$ cat config.mk
export PLATFORM = sky130hd
export DESIGN_NAME = missile_pool_ctrl_flat
export DESIGN_NICKNAME = d
export VERILOG_FILES = /design/src/rtl/missile_pool_ctrl_if.sv /design/src/rtl/missile_pool_ctrl.sv /design/src/flat_wrapper.sv
export SDC_FILE = /design/constraint.sdc
export NUM_CORES = 1
export LEC_CHECK = 0
export ABC_CLOCK_PERIOD_IN_PS = 2060
export BUFFER_PORTS_ARGS = -buffer_cell sky130_fd_sc_hd__buf_4
export CELL_PAD_IN_SITES_DETAIL_PLACEMENT = 0
export CELL_PAD_IN_SITES_GLOBAL_PLACEMENT = 1
export CORE_MARGIN = 2
export CORE_UTILIZATION = 25
export CTS_CLUSTER_DIAMETER = 150
export DETAILED_ROUTE_END_ITERATION = 8
export GPL_TIMING_DRIVEN = 0
export PLACE_DENSITY = 0.48
export SETUP_SLACK_MARGIN = 0.4
export SYNTH_ARGS = -nofsm -noshare
export SYNTH_HDL_FRONTEND = slang
export SYNTH_SLANG_ARGS = --single-unit
$ cat constraint.sdc
create_clock -name clk -period 2.06 [get_ports clk]
set_clock_uncertainty 0.05 [all_clocks]
set_input_delay 0.412 -clock clk [delete_from_list [all_inputs] [get_ports clk]]
set_output_delay 0.412 -clock clk [all_outputs]
set_load 0.05 [all_outputs]
$ cat src/rtl/missile_pool_ctrl_if.sv
// Fire-scheduling bundle between the fire sources, the missile pool controller and the mover array.
// The pool controller sits on the slave side; fire sources / bench drive the master side.
interface missile_pool_ctrl_if #(
    parameter int NUM_TANKS = 4,
    parameter int NUM_SLOTS = 4,
    parameter int TW        = $clog2(NUM_TANKS),
    parameter int SW        = (NUM_SLOTS > 1) ? $clog2(NUM_SLOTS) : 1
);
    logic                      startOfFrame;
    logic [NUM_TANKS-1:0]      fireReq;
    logic [NUM_TANKS-1:0]      tankAlive;
    logic [NUM_SLOTS-1:0]      slotDone;
    logic [NUM_SLOTS-1:0]      slotFire;
    logic [NUM_SLOTS-1:0]      slotBusy;
    logic [NUM_SLOTS*TW-1:0]   slotOwner;
    logic [NUM_TANKS-1:0]      tankInFlight;
    logic                      grantValid;
    logic [TW-1:0]             grantTank;
    logic [SW-1:0]             grantSlot;

    modport master (
        output startOfFrame, fireReq, tankAlive, slotDone,
        input  slotFire, slotBusy, slotOwner, tankInFlight, grantValid, grantTank, grantSlot
    );

    modport slave (
        input  startOfFrame, fireReq, tankAlive, slotDone,
        output slotFire, slotBusy, slotOwner, tankInFlight, grantValid, grantTank, grantSlot
    );
endinterface

$ cat src/rtl/missile_pool_ctrl.sv
// Per-frame round-robin arbiter that hands free missile movers to requesting tanks,
// tracking slot ownership, one-missile-per-tank limits and per-tank fire cooldown.
module missile_pool_ctrl #(
    parameter int NUM_TANKS       = 4,
    parameter int NUM_SLOTS       = 4,
    parameter int COOLDOWN_FRAMES = 15,
    parameter int TW              = $clog2(NUM_TANKS),
    parameter int SW              = (NUM_SLOTS > 1) ? $clog2(NUM_SLOTS) : 1
) (
    input  logic                clk,
    input  logic                resetN,
    missile_pool_ctrl_if.slave  bus
);

    typedef enum logic [1:0] {IDLE, ARB, ISSUE} state_t;

    state_t               state;
    logic [TW-1:0]        rr_ptr;
    logic [TW-1:0]        grant_tank;
    logic [SW-1:0]        grant_slot;
    logic                 grant_valid;
    logic [NUM_SLOTS-1:0] slot_fire;
    logic [NUM_SLOTS-1:0] slot_busy;
    logic [TW-1:0]        slot_owner [NUM_SLOTS];
    logic [NUM_TANKS-1:0] in_flight;
    logic [5:0]           cooldown   [NUM_TANKS];

    logic [NUM_TANKS-1:0] eligible;
    logic                 win_found;
    logic [TW-1:0]        win_tank;
    logic                 slot_found;
    logic [SW-1:0]        free_slot;
    logic [NUM_SLOTS*TW-1:0] owner_packed;

    // NOTE: combinational blocks use blocking assignments and give every output a
    // default first, so no path leaves a value held and no latch is inferred.
    always_comb begin
        for (int i = 0; i < NUM_TANKS; i++) begin
            eligible[i] = bus.fireReq[i] & bus.tankAlive[i] & ~in_flight[i]
                          & (cooldown[i] == 6'd0);
        end
    end

    // Scanning from the far end lets the last hit (smallest offset / lowest slot) win.
    always_comb begin
        win_found  = 1'b0;
        win_tank   = '0;
        slot_found = 1'b0;
        free_slot  = '0;
        for (int k = NUM_TANKS - 1; k >= 0; k--) begin
            int idx;
            idx = (int'(rr_ptr) + k) % NUM_TANKS;
            if (eligible[TW'(idx)]) begin
                win_found = 1'b1;
                win_tank  = TW'(idx);
            end
        end
        for (int j = NUM_SLOTS - 1; j >= 0; j--) begin
            if (!slot_busy[j]) begin
                slot_found = 1'b1;
                free_slot  = SW'(j);
            end
        end
    end

    // NOTE: sequential state uses non-blocking assignments; the small owner and
    // cooldown arrays are flops, so they are reset along with everything else.
    always_ff @(posedge clk or negedge resetN) begin
        if (!resetN) begin
            state       <= IDLE;
            rr_ptr      <= '0;
            grant_tank  <= '0;
            grant_slot  <= '0;
            grant_valid <= 1'b0;
            slot_fire   <= '0;
            slot_busy   <= '0;
            in_flight   <= '0;
            for (int j = 0; j < NUM_SLOTS; j++) slot_owner[j] <= '0;
            for (int i = 0; i < NUM_TANKS; i++) cooldown[i] <= '0;
        end else begin
            slot_fire   <= '0;
            grant_valid <= 1'b0;

            for (int i = 0; i < NUM_TANKS; i++) begin
                if (bus.startOfFrame && cooldown[i] != 6'd0) cooldown[i] <= cooldown[i] - 6'd1;
            end

            // Retired missiles free their slot and their owner's in-flight bit.
            for (int j = 0; j < NUM_SLOTS; j++) begin
                if (bus.slotDone[j] && slot_busy[j]) begin
                    slot_busy[j]              <= 1'b0;
                    in_flight[slot_owner[j]]  <= 1'b0;
                end
            end

            case (state)
                IDLE: begin
                    if (bus.startOfFrame) state <= ARB;
                end
                ARB: begin
                    if (win_found && slot_found) begin
                        grant_tank  <= win_tank;
                        grant_slot  <= free_slot;
                        slot_fire   <= NUM_SLOTS'(1) << free_slot;
                        grant_valid <= 1'b1;
                        state       <= ISSUE;
                    end else begin
                        state <= IDLE;
                    end
                end
                ISSUE: begin
                    slot_busy[grant_slot]  <= 1'b1;
                    slot_owner[grant_slot] <= grant_tank;
                    in_flight[grant_tank]  <= 1'b1;
                    cooldown[grant_tank]   <= 6'(COOLDOWN_FRAMES);
                    rr_ptr <= (grant_tank == TW'(NUM_TANKS - 1)) ? '0 : grant_tank + TW'(1);
                    state  <= IDLE;
                end
                default: state <= IDLE;
            endcase
        end
    end

    always_comb begin
        owner_packed = '0;
        for (int j = 0; j < NUM_SLOTS; j++) owner_packed[j*TW +: TW] = slot_owner[j];
    end

    assign bus.slotFire     = slot_fire;
    assign bus.slotBusy     = slot_busy;
    assign bus.slotOwner    = owner_packed;
    assign bus.tankInFlight = in_flight;
    assign bus.grantValid   = grant_valid;
    assign bus.grantTank    = grant_tank;
    assign bus.grantSlot    = grant_slot;

endmodule

$ cat src/flat_wrapper.sv
// flat-port wrapper written by rule: the top's interface ports become plain ports
module missile_pool_ctrl_flat 
#(
    parameter int NUM_TANKS       = 4,
    parameter int NUM_SLOTS       = 4,
    parameter int COOLDOWN_FRAMES = 15,
    parameter int TW              = $clog2(NUM_TANKS),
    parameter int SW              = (NUM_SLOTS > 1) ? $clog2(NUM_SLOTS) : 1
)
  (clk, resetN, bus_startOfFrame, bus_fireReq, bus_tankAlive, bus_slotDone, bus_slotFire, bus_slotBusy, bus_slotOwner, bus_tankInFlight, bus_grantValid, bus_grantTank, bus_grantSlot);
  missile_pool_ctrl_if #(.NUM_TANKS(NUM_TANKS), .NUM_SLOTS(NUM_SLOTS), .TW(TW), .SW(SW)) bus_i ();
  input  logic clk;
  input  logic resetN;
  input wire logic [$bits(bus_i.startOfFrame)-1:0] bus_startOfFrame;
  input wire logic [$bits(bus_i.fireReq)-1:0] bus_fireReq;
  input wire logic [$bits(bus_i.tankAlive)-1:0] bus_tankAlive;
  input wire logic [$bits(bus_i.slotDone)-1:0] bus_slotDone;
  output wire logic [$bits(bus_i.slotFire)-1:0] bus_slotFire;
  output wire logic [$bits(bus_i.slotBusy)-1:0] bus_slotBusy;
  output wire logic [$bits(bus_i.slotOwner)-1:0] bus_slotOwner;
  output wire logic [$bits(bus_i.tankInFlight)-1:0] bus_tankInFlight;
  output wire logic [$bits(bus_i.grantValid)-1:0] bus_grantValid;
  output wire logic [$bits(bus_i.grantTank)-1:0] bus_grantTank;
  output wire logic [$bits(bus_i.grantSlot)-1:0] bus_grantSlot;
  assign bus_i.startOfFrame = bus_startOfFrame;
  assign bus_i.fireReq = bus_fireReq;
  assign bus_i.tankAlive = bus_tankAlive;
  assign bus_i.slotDone = bus_slotDone;
  assign bus_slotFire = bus_i.slotFire;
  assign bus_slotBusy = bus_i.slotBusy;
  assign bus_slotOwner = bus_i.slotOwner;
  assign bus_tankInFlight = bus_i.tankInFlight;
  assign bus_grantValid = bus_i.grantValid;
  assign bus_grantTank = bus_i.grantTank;
  assign bus_grantSlot = bus_i.grantSlot;
  missile_pool_ctrl #(.NUM_TANKS(NUM_TANKS), .NUM_SLOTS(NUM_SLOTS), .COOLDOWN_FRAMES(COOLDOWN_FRAMES), .TW(TW), .SW(SW)) u_core (.clk(clk), .resetN(resetN), .bus(bus_i));
endmodule
# ---- After elaboration in Yosys (flattened, before gate mapping)
# Index checks and enable logic that the tools add are counted.
dict set report word_totals {
  reg_bits 53
  in_bits 15
  out_inout_bits 25
}
dict set report classes {
  add_sub_neg 8
  magnitude_cmp 20
  n_eq_ne 4
  shift 1
  muxes 68
  bitwise 31
  reduce_logical 27
}
# cell count
set op_table {}
lappend op_table {{$mux 4} 8}
lappend op_table {{$mux 6} 5}
lappend op_table {{$mux 1} 28}
lappend op_table {{$logic_not 6->1} 4}
lappend op_table {{$mux 2} 12}
lappend op_table {{$mux 24} 1}
lappend op_table {{$reduce_bool 6->1} 4}
lappend op_table {{$sub 6x1->6 const B} 4}
lappend op_table {{$lt 2x3->1 const B} 6}
lappend op_table {{$logic_and 1x1->1} 17}
lappend op_table {{$and 4x4->4} 4}
lappend op_table {{$lt 2x4->1 const B} 4}
lappend op_table {{$not 4->4} 4}
lappend op_table {{$or 16x16->16} 1}
lappend op_table {{$and 1x1->1} 12}
lappend op_table {{$demux 1 s2} 6}
lappend op_table {{$demux 6 s2} 1}
lappend op_table {{$ge 2x1->1 const B} 6}
lappend op_table {{$and 8x8->8} 1}
lappend op_table {{$bmux 1 s2} 4}
lappend op_table {{$bwmux 8} 1}
lappend op_table {{$not 8->8} 1}
lappend op_table {{$or 4x4->4} 2}
lappend op_table {{$ge 3x3->1 const B} 2}
lappend op_table {{other kinds (13)} 21}

# ---- Logic depth before layout (Yosys ltp)
dict set report logic_depth {
  ltp_word 15
  ltp_mapped 8
}

# ---- Worst setup path after synthesis
# OpenSTA, ideal clock, no wires.
dict set report synth_timing {
  path_type {reg2reg}
  startpoint {reg u_core.cooldown[12] in the netlist's numbering}
  endpoint {reg u_core.grant_tank[1] (netlist: u_core.bus.grantTank[1])}
  setup_time_ns 0.125
  arrival_time_ns 2.089
  t_required_ns 1.885
  slack_ns -0.204
  stages_incl_launch_ff 9
  n_path_buf 1
  period_less_slack_ns 2.264
  path_cell_list {dfrtp_1 inv_1 ha_1 or2b_2 or3_2 nand4_2 and4b_1 buf_6 mux2_4}
}
dict set report synth_between {
  elab_chain_len 11
  word_cells_on_any_way 24
  cone_classes {20 x mux; 1 x bitwise; 3 x reduce/logical}
}
# element line
set synth_lines {}
lappend synth_lines {{start, declared} missile_pool_ctrl.sv:26} ;# logic [5:0] cooldown [NUM_TANKS];
lappend synth_lines {{start signal, assigned by index} missile_pool_ctrl.sv:115} ;# cooldown[grant_tank] <= 6'(COOLDOWN_FRAMES);
lappend synth_lines {{$logic_not 6->1 *} missile_pool_ctrl.sv:40} ;# & (cooldown[i] == 6'd0);
lappend synth_lines {{$and 1x1->1 *} missile_pool_ctrl.sv:40}
lappend synth_lines {{$bmux 1 s2} missile_pool_ctrl.sv:53} ;# if (eligible[TW'(idx)]) begin
lappend synth_lines {{$mux 1 (implied by the code) (2 in a row)} missile_pool_ctrl.sv:53}
lappend synth_lines {{$mux 1 (4 in a row)} missile_pool_ctrl.sv:53}
lappend synth_lines {{$logic_and 1x1->1} missile_pool_ctrl.sv:101} ;# if (win_found && slot_found) begin
lappend synth_lines {{$reduce_and 2->1 (no source line)} n/a}
lappend synth_lines {{end signal, assigned} missile_pool_ctrl.sv:102} ;# grant_tank <= win_tank;
lappend synth_lines {{end, declared} missile_pool_ctrl.sv:19} ;# logic [TW-1:0] grant_tank;
# Mark *: on every way between the ends. The rest lies on a longest branch, timed or not. The select of a mux whose other input is x is not followed.
# A chain may end at the register's enable or synchronous reset.

# ---- Worst setup path after layout
dict set report layout_timing {
  startpoint {reg u_core.cooldown[14] in the netlist's numbering}
  endpoint {reg u_core.grant_tank[1] (netlist: u_core.bus.grantTank[1])}
}
# Same word-level chain as after synthesis.

==> metrics list <==
- The run finished, with violations left.
* Violations in the final reports: negative setup slack
- Clock latency at the later pin of the worst-skew pair: 0.31 ns
- Cells with a size suffix above 1 make up 27.3% of the layout.
- After clock tree synthesis, the clock-pin slew on the worst setup and hold paths is 0.09 ns.
- Starting density of the core: 25.4%
- Category of the worst setup path capture point: register
- The count of buffers added on input and output ports is 39.
* Switching fraction of total power: 36.8%
- Bufs on Longest Clock Path: 2
- Among all flip-flop cells after synthesis, the most frequent one is sky130_fd_sc_hd__dfrtp_1.
- Sink count of the clock tree: 53
* List of cells traversed by the critical path: or3_4 -> or3_4 -> nand4_4 -> and4b_1 -> buf_6 -> mux2_4
- Maximum fanout along the worst path: 6
* Syn_area_per_cell: 10.1 um^2
* Inserted Diodes: 0
- Type of element launching the critical path: register
- TritonCTS built the clock tree.
- Sequential cells burn 49.3% of the power.
* Async set-or-reset flop fraction in the synthesized netlist: 100%
* Final setup TNS: -0.614 ns
- Fillers: 1156
- At the pin with the least slew margin, the transition time is 0.701 ns.
- Relative area change from synthesis to final layout: 27.2%
- I/O pin count: 40
* Post-synth EDFFs: 0
- The number of antenna violations at the first check in global routing was 0.
- After detailed routing, the number of vias per cell comes to 4.67.
- Total detailed-routing wirelength: 7.24 mm
* RSZ-0062 raised after global routing: yes
* Largest net degree at the start of global routing: 54
* Final estimated routing congestion in global placement: 0.723
- For this run, the register share of the synthesized area comes to 48.6%.
- After the last flow step, the layout net total stands at 353.
- Drt initial violations: 82
* Final Power: 3290 uW
- Count of H-tree levels built during CTS: 2
- The routed layout has 2175 vias.
- Total power per unit cell area: 946 mW/mm^2
- Endpoints failing setup: 6
- In the final layout, flip-flops and latches occupy 0.00133 mm^2.
- In this design, the stage delay of the slowest critical-path cell is 0.44 ns.
- Static timing analysis puts the maximum clock frequency at 453 MHz.
- The critical path is of the reg2reg type.
- Once detailed placement completed, the half-perimeter wirelength came to 5.23 mm.
- In the final layout, the multi-input gates occupy 0.00139 mm^2.
- Final worst path period share: 107%
* Number of flip-flops and latches in the synthesized netlist: 53
* Number of global-route vias before repair: 2214
- The worst path in the final design needs a cycle of 2.21 ns, including I/O delays and setup.
- Number of max-slew violations in the final report: 0
- In the global route stage, overall resource usage came out at 12.9%.
* Post-route worst setup slack: -0.147 ns
* Net load switching power: 1210 uW
* Remaining DRCs: 0
- Wire length of the first global-routing pass: 11.7 mm
* Netlist Area Pre-Place: 0.00273 mm^2
- Nets in the synthesized netlist: 296
- Cells fill 32.3% of the core in the end.
- The largest individual stage delay along the critical path comes from the cell sky130_fd_sc_hd__or3_4.
- In this run the standard cell core region covers 0.0107 mm^2.
- Slew headroom: 53.2%
- The cell family contributing the most delay on the critical path is simple AND/OR/NAND/NOR gates.
* Maximum ir drop on the vdd rail: 0.360 mV
- The final hold violation count is 0.
* Die X: 108 um
* Routed len/inst: 15.5 um
- The worst register-to-register path has a setup slack of -0.15 ns.
- Cell internal power was estimated by the tool at 2080 uW.
- Number of warning messages in the yosys log: 0
* Overflow after GRT: 0
- Together, buffers and inverters on the worst path number 1.
- CTS Root Buffer Type: sky130_fd_sc_hd__clkbuf_8
- Number of buffers created by CTS: 5
- Power share of the combinational group: 33.2%
- Row generation in the floorplan step produced 38 rows.
- From bottom edge to top edge, the die measures 108 um.
- The number of hold buffers added after CTS was 0.
- Count of different cell masters after synthesis: 51
- The share of total power dissipated in the clock network is 17.5%.
* Maximum Capacitance Violations: 0
* Syn Inst Count: 269
* Antenna-violating nets left: 0
- Floorplan die area: 0.0118 mm^2
- TritonRoute pass-1 iters: 4
* Data arrival time at the worst-slack endpoint: 2.35 ns
- By instance count, the cell type seen most on the critical path is sky130_fd_sc_hd__or3_4.
- Worst hold path type: in2async
- In this run the static leakage power is 0.00155 uW.
* Required time worst endpoint: 2.20 ns
-- worst register-to-register path, stage by stage, from the launching register on --
cell	delay [ns]
sky130_fd_sc_hd__dfrtp_1	0.42
sky130_fd_sc_hd__or3_4	0.44
sky130_fd_sc_hd__or3_4	0.44
sky130_fd_sc_hd__nand4_4	0.12
sky130_fd_sc_hd__and4b_1	0.21
sky130_fd_sc_hd__buf_6	0.13
sky130_fd_sc_hd__mux2_4	0.29
-- cell type report --
cell class | instances | share of cell area (%)
inverters | 22 | 2.38
plain buffers | 5 | 1.19
multi-input cells | 189 | 40.1
clock buffers | 6 | 2.09
flip-flops and latches | 53 | 38.3
clock inverters | 1 | 0.144
well taps | 140 | 5.05
repair buffers | 50 | 10.8
-- kinds of logic after synthesis --
kind of cell | after synthesis | share of synthesized area (%)
simple gates | 99 | 20.6
flops | 53 | 48.6
compound gates | 52 | 11.7
buf+inv | 27 | 4.40
xor+xnor | 18 | 5.78
fa+ha+maj | 12 | 5.50
mux | 8 | 3.44
-- placed cells by master, fill, tap and decap left out, types with 5 or more instances in the layout --
| cell | count |
|---|---|
| sky130_fd_sc_hd__buf_4 | 51 |
| sky130_fd_sc_hd__dfrtp_1 | 51 |
| sky130_fd_sc_hd__nand2_1 | 32 |
| sky130_fd_sc_hd__inv_1 | 20 |
| sky130_fd_sc_hd__o21ai_0 | 16 |
| sky130_fd_sc_hd__a21oi_1 | 13 |
| sky130_fd_sc_hd__xnor2_1 | 12 |
| sky130_fd_sc_hd__ha_1 | 11 |
| sky130_fd_sc_hd__nand3_1 | 9 |
| sky130_fd_sc_hd__nor3_1 | 6 |
| sky130_fd_sc_hd__nor2_1 | 6 |
| sky130_fd_sc_hd__xor2_1 | 6 |
| sky130_fd_sc_hd__o211ai_1 | 5 |
| sky130_fd_sc_hd__clkbuf_8 | 5 |
-- state kept, by name (all words and copies together) (netlist names) --
register,count
u_core.bus.grantSlot,2
u_core.bus.slotOwner,8
u_core.bus.slotBusy,4
u_core.bus.grantValid,1
u_core.rr_ptr,2
u_core.bus.tankInFlight,4
u_core.state,2
u_core.bus.grantTank,2
u_core.cooldown,24
u_core.bus.slotFire,4
-- what timing repair did --
| action | in CTS | in global routing |
|---|---|---|
| endpoints found under the hold margin | 0 | 0 |
| resized for setup | 9 | 16 |
| buffers inserted | 10 | 1 |
| pin swaps | 3 | 5 |
| endpoints found under the setup margin | 30 | 30 |
-- path summary, 6_finish.rpt --
kind	depth (start not counted)	endpoint	startpoint
worst max-delay path	6	u_core.bus.grantTank[1]	u_core.cooldown[14]
max in group asynchronous	1	u_core.bus.slotBusy[2]	resetN
worst min register to register	1	u_core.state[0]	u_core.state[0]
min in group clk	2	u_core.bus.slotBusy[1]	bus_slotDone[1]
worst max register to register	6	u_core.bus.grantTank[1]	u_core.cooldown[14]
worst min-delay path	1	u_core.bus.tankInFlight[2]	resetN
-- per-stage QoR --
stage	hold WS [ns]	cells	cell area, um^2	worst slack (ns)
floorplan	0.0664	269	2730	-0.0666
global placement	0.433	448	3200	-0.230
detailed placement	0.435	448	3200	-0.239
CTS	0.126	465	3390	-0.142
global route	0.152	466	3470	-0.215
finish	0.103	466	3470	-0.147
-- metal layers --
layer | vias to the layer above | global-route usage [%] | share of wire [%]
met5 | - | 0 | 0
met4 | 0 | 2.93 | 1.2
met3 | 6 | 2.59 | 3.4
met2 | 29 | 21.5 | 48
met1 | 1069 | 17.2 | 47
li1 | 1071 | - | -
-- power by group through the flow --
stage	Combinational [uW]	Clock, uW	Sequential (uW)
after CTS	1040	614	1590
after global routing	1240	647	1670
after detailed placement	919	0	1610
final	1090	575	1620
after floorplan	654	0	1600
after global placement	899	0	1620
-- cell usage after synthesis (all sizes together) (2+ instances only) --
cell type,number,area [um^2]
dfrtp,53,1330
nand2,32,120
inv,22,82.6
o21ai,17,85.1
a21oi,13,65.1
ha,12,150
xnor2,12,105
nand3,9,45.0
nor3,8,40.0
nor2,7,26.3
nor4,7,43.8
or3,7,50.1
xor2,6,52.6
mux2,5,63.8
o211ai,5,37.5
and3,4,25.0
nand4,4,31.3
a21o,3,22.5
mux2i,3,30.0
nand3b,3,22.5
nor3b,3,27.5
o22ai,3,18.8
o31ai,3,22.5
a211o,2,17.5
and4b,2,20.0
buf,2,18.8
clkbuf,2,7.51
nor2b,2,12.5
nor4bb,2,20.0
or4,2,18.8
No activity file was read; power rests on OpenSTA's default activity.
